<file path="src/rtl/torpedo_ctrl_pkg.sv">
// torpedo_pkg: shared torpedo types (dir_t, tor_slot_t), slot count, speed, sprite size, cooldown and screen limits
package torpedo_pkg;
  localparam int N_TOR = 4;
  localparam logic [9:0] TOR_SPEED = 10'd4;
  localparam logic [9:0] TOR_HALF = 10'd2;
  localparam logic [4:0] COOLDOWN = 5'd16;
  localparam logic [9:0] X_MAX = 10'd639;
  localparam logic [9:0] Y_MAX = 10'd479;
  typedef enum logic [1:0] {UP, RIGHT, DOWN, LEFT} dir_t;
  typedef struct packed {
    logic active;
    logic [9:0] x;
    logic [9:0] y;
    dir_t dir;
  } tor_slot_t;
endpackage

</file>
<file path="src/rtl/torpedo_ctrl_if.sv">
// torpedo_ctrl_if: game-side bundle (frame_clk, fire, ship_x/y/dir, hit_clr, DrawX/Y in; is_tor, tor_active, tor_x/y out); master drives, slave is torpedo_ctrl
interface torpedo_ctrl_if;
  import torpedo_pkg::*;
  logic frame_clk;
  logic fire;
  logic [9:0] ship_x;
  logic [9:0] ship_y;
  dir_t ship_dir;
  logic [N_TOR-1:0] hit_clr;
  logic [9:0] DrawX;
  logic [9:0] DrawY;
  logic [N_TOR-1:0] is_tor;
  logic [N_TOR-1:0] tor_active;
  logic [N_TOR-1:0][9:0] tor_x;
  logic [N_TOR-1:0][9:0] tor_y;
  modport master (
    output frame_clk, fire, ship_x, ship_y, ship_dir, hit_clr, DrawX, DrawY,
    input is_tor, tor_active, tor_x, tor_y
  );
  modport slave (
    input frame_clk, fire, ship_x, ship_y, ship_dir, hit_clr, DrawX, DrawY,
    output is_tor, tor_active, tor_x, tor_y
  );
endinterface

</file>
<file path="src/rtl/torpedo_ctrl_tor_slot.sv">
// tor_slot: one torpedo slot (Clk, Reset, tick, clr, load, ship pos/dir, draw pos in; active, x, y, pixel hit out); clear > move/retire > load on tick
module tor_slot
  import torpedo_pkg::*;
(
  input  logic       Clk,
  input  logic       Reset,
  input  logic       tick,
  input  logic       clr,
  input  logic       load,
  input  logic [9:0] ship_x,
  input  logic [9:0] ship_y,
  input  dir_t       ship_dir,
  input  logic [9:0] draw_x,
  input  logic [9:0] draw_y,
  output logic       active,
  output logic [9:0] x,
  output logic [9:0] y,
  output logic       hit
);
  localparam logic signed [10:0] SP = {1'b0, TOR_SPEED};
  localparam logic signed [10:0] H = {1'b0, TOR_HALF};
  localparam logic signed [10:0] XM = {1'b0, X_MAX};
  localparam logic signed [10:0] YM = {1'b0, Y_MAX};
  tor_slot_t s;
  logic signed [10:0] nx, ny, dx, dy;
  logic off;
  always_comb begin
    nx = $signed({1'b0, s.x}) + (s.dir == RIGHT ? SP : s.dir == LEFT ? -SP : 11'sd0);
    ny = $signed({1'b0, s.y}) + (s.dir == DOWN ? SP : s.dir == UP ? -SP : 11'sd0);
    off = nx < 0 || nx > XM || ny < 0 || ny > YM;
    dx = $signed({1'b0, draw_x}) - $signed({1'b0, s.x});
    dy = $signed({1'b0, draw_y}) - $signed({1'b0, s.y});
    hit = s.active && dx >= -H && dx <= H && dy >= -H && dy <= H;
  end
  always_ff @(posedge Clk or posedge Reset)
    if (Reset) s <= '0;
    else if (tick) begin
      if (clr) s.active <= 1'b0;
      else if (s.active) begin
        if (off) s.active <= 1'b0;
        else begin
          s.x <= nx[9:0];
          s.y <= ny[9:0];
        end
      end else if (load) s <= '{active: 1'b1, x: ship_x, y: ship_y, dir: ship_dir};
    end
  assign active = s.active;
  assign x = s.x;
  assign y = s.y;
endmodule

</file>
<file path="src/rtl/torpedo_ctrl.sv">
// torpedo_ctrl: per-player torpedo manager (Clk, Reset, torpedo_ctrl_if.slave t); frame tick, launch arbitration to lowest free slot, cooldown; TORPEDO_AUTOFIRE_EN enables hold-to-refire
module torpedo_ctrl
  import torpedo_pkg::*;
(
  input logic Clk,
  input logic Reset,
  torpedo_ctrl_if.slave t
);
  logic frame_q, tick, fire_ok, launch;
  logic [4:0] cd_cnt;
  logic [N_TOR-1:0] act, free, target, hit;
  logic [N_TOR-1:0][9:0] xs, ys;
  assign tick = t.frame_clk & ~frame_q;
  assign free = ~act;
  assign target = free & -free;
  assign launch = tick & fire_ok & ~|cd_cnt & |free;
`ifdef TORPEDO_AUTOFIRE_EN
  assign fire_ok = t.fire;
`else
  logic fire_q;
  assign fire_ok = t.fire & ~fire_q;
  always_ff @(posedge Clk or posedge Reset)
    if (Reset) fire_q <= 1'b0;
    else if (tick) fire_q <= t.fire;
`endif
  always_ff @(posedge Clk or posedge Reset)
    if (Reset) begin
      frame_q <= 1'b1;
      cd_cnt <= '0;
    end else begin
      frame_q <= t.frame_clk;
      cd_cnt <= launch ? COOLDOWN : (tick && |cd_cnt) ? cd_cnt - 5'd1 : cd_cnt;
    end
  for (genvar i = 0; i < N_TOR; i++) begin : g_slot
    tor_slot u_slot (
      .Clk(Clk),
      .Reset(Reset),
      .tick(tick),
      .clr(t.hit_clr[i]),
      .load(launch & target[i]),
      .ship_x(t.ship_x),
      .ship_y(t.ship_y),
      .ship_dir(t.ship_dir),
      .draw_x(t.DrawX),
      .draw_y(t.DrawY),
      .active(act[i]),
      .x(xs[i]),
      .y(ys[i]),
      .hit(hit[i])
    );
  end
  assign t.tor_active = act;
  assign t.is_tor = hit;
  assign t.tor_x = xs;
  assign t.tor_y = ys;
endmodule

</file>
<file path="src/flat_wrapper.sv">
// flat-port wrapper written by rule: the top's interface ports become plain ports
module torpedo_ctrl_flat import torpedo_pkg::*;
  (Clk, Reset, t_frame_clk, t_fire, t_ship_x, t_ship_y, t_ship_dir, t_hit_clr, t_DrawX, t_DrawY, t_is_tor, t_tor_active, t_tor_x, t_tor_y);
  torpedo_ctrl_if t_i ();
  input logic Clk;
  input logic Reset;
  input wire logic [$bits(t_i.frame_clk)-1:0] t_frame_clk;
  input wire logic [$bits(t_i.fire)-1:0] t_fire;
  input wire logic [$bits(t_i.ship_x)-1:0] t_ship_x;
  input wire logic [$bits(t_i.ship_y)-1:0] t_ship_y;
  input wire logic [$bits(t_i.ship_dir)-1:0] t_ship_dir;
  input wire logic [$bits(t_i.hit_clr)-1:0] t_hit_clr;
  input wire logic [$bits(t_i.DrawX)-1:0] t_DrawX;
  input wire logic [$bits(t_i.DrawY)-1:0] t_DrawY;
  output wire logic [$bits(t_i.is_tor)-1:0] t_is_tor;
  output wire logic [$bits(t_i.tor_active)-1:0] t_tor_active;
  output wire logic [$bits(t_i.tor_x)-1:0] t_tor_x;
  output wire logic [$bits(t_i.tor_y)-1:0] t_tor_y;
  assign t_i.frame_clk = t_frame_clk;
  assign t_i.fire = t_fire;
  assign t_i.ship_x = t_ship_x;
  assign t_i.ship_y = t_ship_y;
  assign t_i.ship_dir = t_ship_dir;
  assign t_i.hit_clr = t_hit_clr;
  assign t_i.DrawX = t_DrawX;
  assign t_i.DrawY = t_DrawY;
  assign t_is_tor = t_i.is_tor;
  assign t_tor_active = t_i.tor_active;
  assign t_tor_x = t_i.tor_x;
  assign t_tor_y = t_i.tor_y;
  torpedo_ctrl u_core (.Clk(Clk), .Reset(Reset), .t(t_i));
endmodule
</file>
<file path="config.mk">
export PLATFORM = sky130hd
export DESIGN_NAME = torpedo_ctrl_flat
export DESIGN_NICKNAME = d
export VERILOG_FILES = /design/src/rtl/torpedo_ctrl_pkg.sv /design/src/rtl/torpedo_ctrl_if.sv /design/src/rtl/torpedo_ctrl_tor_slot.sv /design/src/rtl/torpedo_ctrl.sv /design/src/flat_wrapper.sv
export SDC_FILE = /design/constraint.sdc
export NUM_CORES = 1
export LEC_CHECK = 0
export BUFFER_PORTS_ARGS = -buffer_cell sky130_fd_sc_hd__buf_2
export CAP_MARGIN = 5
export CORE_ASPECT_RATIO = 2
export CORE_MARGIN = 2
export CORE_UTILIZATION = 30
export DETAILED_ROUTE_END_ITERATION = 16
export GPL_ROUTABILITY_DRIVEN = 0
export HOLD_SLACK_MARGIN = 0.12
export SLEW_MARGIN = 0
export SYNTH_ARGS = -nofsm -noshare
export SYNTH_HDL_FRONTEND = slang
export SYNTH_HIERARCHICAL = 1
export SYNTH_SLANG_ARGS = --single-unit
</file>
<file path="constraint.sdc">
create_clock -name Clk -period 3.65 [get_ports Clk]
set_clock_uncertainty 0.05 [all_clocks]
set_input_delay 0.365 -clock Clk [delete_from_list [all_inputs] [get_ports Clk]]
set_output_delay 0.365 -clock Clk [all_outputs]
set_load 0.02 [all_outputs]
</file>
==> summary.md <==
| Metric | Value |
|---|---|
| Worst Tran Pin Value | `approximately 1.1 ns` |
| Tot Pwr | `between 6 and 7 mW` |
| Clock Path Buffers | `2` |
| Hold path cells | `3` |
| Die H | `roughly 290 µm` |
| Switching power | `2.96 mW` |
| Tot GR Track Use | `20.4%` |
| Final Cycle Share | `100%` |
| Post-synth EDFFs | `0` |
| Largest net degree at the start of global routing | `28` |
| Total Wirelength | `approximately 45 mm` |
| Vias in the first global route | `12.0k` |
| Dominant cells by area after synthesis | `dfrtp_1, ha_1, buf_4` |
| Syn Area/Cell | `8.46 µm²` |
| Placed cell areas | `~13000 µm²` |
| R2R depth | `10` |
| Commonest cells in the netlist | `inv_1, ha_1, nand2_1` |
| Starting density of the core | `between 30% and 40%` |
| Seq/Total Area, Yosys | `~20%` |
| GRT overflow | `0` |
| Failing checks | `setup timing` |
| Normalized max-slew margin | `between 20 and 30%` |
| First-pass GRT wire length | `between 60 and 70 mm` |
| #FFs+latches synth | `between 90 and 100` |
| Required time worst endpoint | `~3.2 ns` |
| Core Region | `~41000 µm²` |
| Num rows | `about 110` |
| Final worst setup slack | `-0.00353 ns` |
| Clock Latency Late Sink | `between 0.3 and 0.4 ns` |
| Status | `complete, but fails checks` |
| Asr flop ratio synth | `between 90% and 100%` |
| Setup CP Type | `reg -> out` |
| Top cell type by total area after synthesis | `dfrtp_1` |
| Synth-to-Final Area Change | `12.2%` |
| Final Hold Vio Count | `0` |
| WP data arrival | `3.24 ns` |
| Via-to-Cell Ratio | `5.56` |
| CTS tree | `done` |
| Min cycle time layout | `around 3.7 ns` |
| Comb pwr share | `about 57%` |
| PortBufs | `137` |
| Power Dens Cells | `446 nW/µm²` |
| Nets | `1751` |
| Worst-path clk slew | `approximately 0.08 ns` |
| Worst VDD drop | `around 0.23 mV` |
| Syn Nets | `~1.7k` |
| Share of the synthesized area in the top cell type | `19.7%` |
| Final setup vio count | `1` |
| Post-route cell area | `about 14000 µm²` |
| LEAKAGE | `6.32 nW` |
| Hold Path Class | `in -> reg` |
| Count of cell types in the netlist | `94` |
| Number of routed nets with antenna violations | `0` |
| Sequential power share | `between 20% and 30%` |
| Most frequent cell after synthesis | `inv_1` |
| Crit start category | `flop` |
| Max FO, Critical Path | `2` |
| # IOs | `about 140` |
| Crit path capture type | `output port` |
| Max_cap viols | `0` |
| Ys Warns | `6` |
| Pins over their slew limit | `0` |
| 1st-iter DRT viols | `between 500 and 600` |
| DIE AREA | `between 40000 and 50000 µm²` |
| DRC | `0` |
| Clock root buffer | `clkbuf_16` |
| Via count | `11.7k` |
| Top FF cell, synth | `dfrtp_1` |
| TritonCTS Buffers | `9` |
| Synth Cell Area | `12400 µm²` |
| DIE WIDTH | `approximately 150 µm` |
| Layout cell share with drive strength beyond 1 | `a little over a fifth` |
| Multi-input gate area | `roughly 8800 µm²` |
| RSZ-0062 raised after global routing | `true` |
| Fillcell total | `around 4.4k` |
| Int Power | `3.27 mW` |
| Sinks on Clock Net | `99` |
| Synth Instances | `roughly 1.5k` |
| Clock share of power | `between 10% and 20%` |
| Sw frac | `47.5%` |
| H-tree levels | `3` |
| Register Area | `2480 µm²` |
| First-pass DRT Iterations | `6` |
| Antenna violations before repair | `5` |
| DR WL/cell | `~21 µm` |
| Fmax | `approximately 0.27 GHz` |
| HPWL after DPL | `between 30 and 40 mm` |
## timing repair
item	in CTS	in global routing
gates resized for setup	21	31
hold endpoints to repair	7	0
setup buffers	6	0
pin swaps	5	6
setup endpoints to repair	4	7
hold buffers	2	0
## power groups by stage
| stage | Clock [mW] | Sequential (mW) | Combinational [mW] |
|---|---|---|---|
| after global routing | 1.20 | 1.55 | 3.90 |
| after floorplan | 0 | 1.45 | 2.74 |
| final | 1.14 | 1.52 | 3.56 |
| after detailed placement | 0 | 1.55 | 3.37 |
| after CTS | 1.17 | 1.52 | 3.46 |
| after global placement | 0 | 1.54 | 3.30 |
## placed cells by master, fill, tap and decap left out, types with 19 or more instances in the layout
cell type / Yosys / final
inv_1: 144 / 143
buf_2: 3 / 133
ha_1: 125 / 124
nand2_1: 114 / 114
dfrtp_1: 98 / 95
a21oi_1: 82 / 74
o21ai_0: 68 / 67
buf_4: 82 / 60
mux2i_1: 59 / 59
xnor2_1: 56 / 56
nor2_1: 54 / 52
a22oi_1: 48 / 47
nand3_1: 37 / 37
nor4_1: 32 / 32
nor3_1: 26 / 26
xor2_1: 26 / 25
nor2b_1: 20 / 20
a21o_1: 20 / 20
nand4_1: 19 / 19
and4_1: 19 / 19
## metrics by stage
stage	setup WS (ns)	TNS, ns	cells	utilization (%)	hold WS (ns)
detailed placement	0.0222	0	2080	32.6	0.361
global route	-0.102	-0.262	2104	34.0	0.146
global placement	0.0662	0	2080	32.6	0.359
finish	-0.00353	-0.00353	2107	34.1	0.133
floorplan	0.500	0	1471	-	0.118
CTS	-0.0512	-0.0512	2104	33.8	0.123
## state kept, by name (all words and copies together) (netlist names)
signal and cells:
u_core/fire_q 1, u_core/g_slot.u_slot/s 8, u_core/g_slot.u_slot/y 40, u_core/g_slot.u_slot/x 40, u_core/frame_q 1, u_core/cd_cnt 5, u_core/g_slot.u_slot/active 4
## critical path, cell delays in order, from the launching register on
cell and delay (ns):
dfrtp_1 0.40, ha_2 0.20, inv_2 0.04, fa_2 0.34, a211oi_2 0.21, nor2_2 0.09
o311ai_4 0.29, a21oi_2 0.09, or3_1 0.37, a2111oi_2 0.30, and3_1 0.21, o22a_2 0.20
buf_6 0.13
## per-layer routing
metal | track usage, % | vias up | wire length, µm
met5 | 0 | - | 41
met2 | 36.3 | 383 | 22500
li1 | - | 5554 | -
met3 | 3.42 | 170 | 1940
met4 | 20.1 | 6 | 5180
met1 | 19.2 | 5601 | 15100
## final timing paths
kind,start,endpoint,slack [ns]
worst max register to register,u_core/g_slot[3].u_slot/s[0],u_core/g_slot[3].u_slot/y[3],0.19
worst min-delay path,t_fire,u_core/fire_q,0.13
min in group asynchronous,Reset,u_core/cd_cnt[0],0.51
max in group asynchronous,Reset,u_core/g_slot[3].u_slot/x[4],1.97
worst max-delay path,u_core/g_slot[2].u_slot/y[0],t_is_tor[2],-0.004
worst min register to register,u_core/fire_q,u_core/fire_q,0.44
## layout make-up
cell class	instances	share of cell area, %
flip-flops and latches	99	17.8
inverters	148	3.98
diodes	3	0.0538
well taps	535	4.79
clock buffers	9	1.61
multi-input cells	1109	62.7
repair buffers	197	8.30
clock inverters	7	0.771
## cells by family (layout without fill, tap and decap cells)
logic type / after synthesis / in the layout / synth area share (%)
DFF: 99 / 99 / 19.9
AOI/OAI and AO/OA: 385 / 385 / 22.9
xor gates and xnor gates: 82 / 82 / 5.77
other: 0 / 3 / 0
buffers and inverters: 263 / 361 / 11.1
and+or+nand+nor: 429 / 429 / 19.5
muxes: 76 / 76 / 6.28
adders and majority gates: 137 / 137 / 14.5
(Power assumes the default switching activity.)
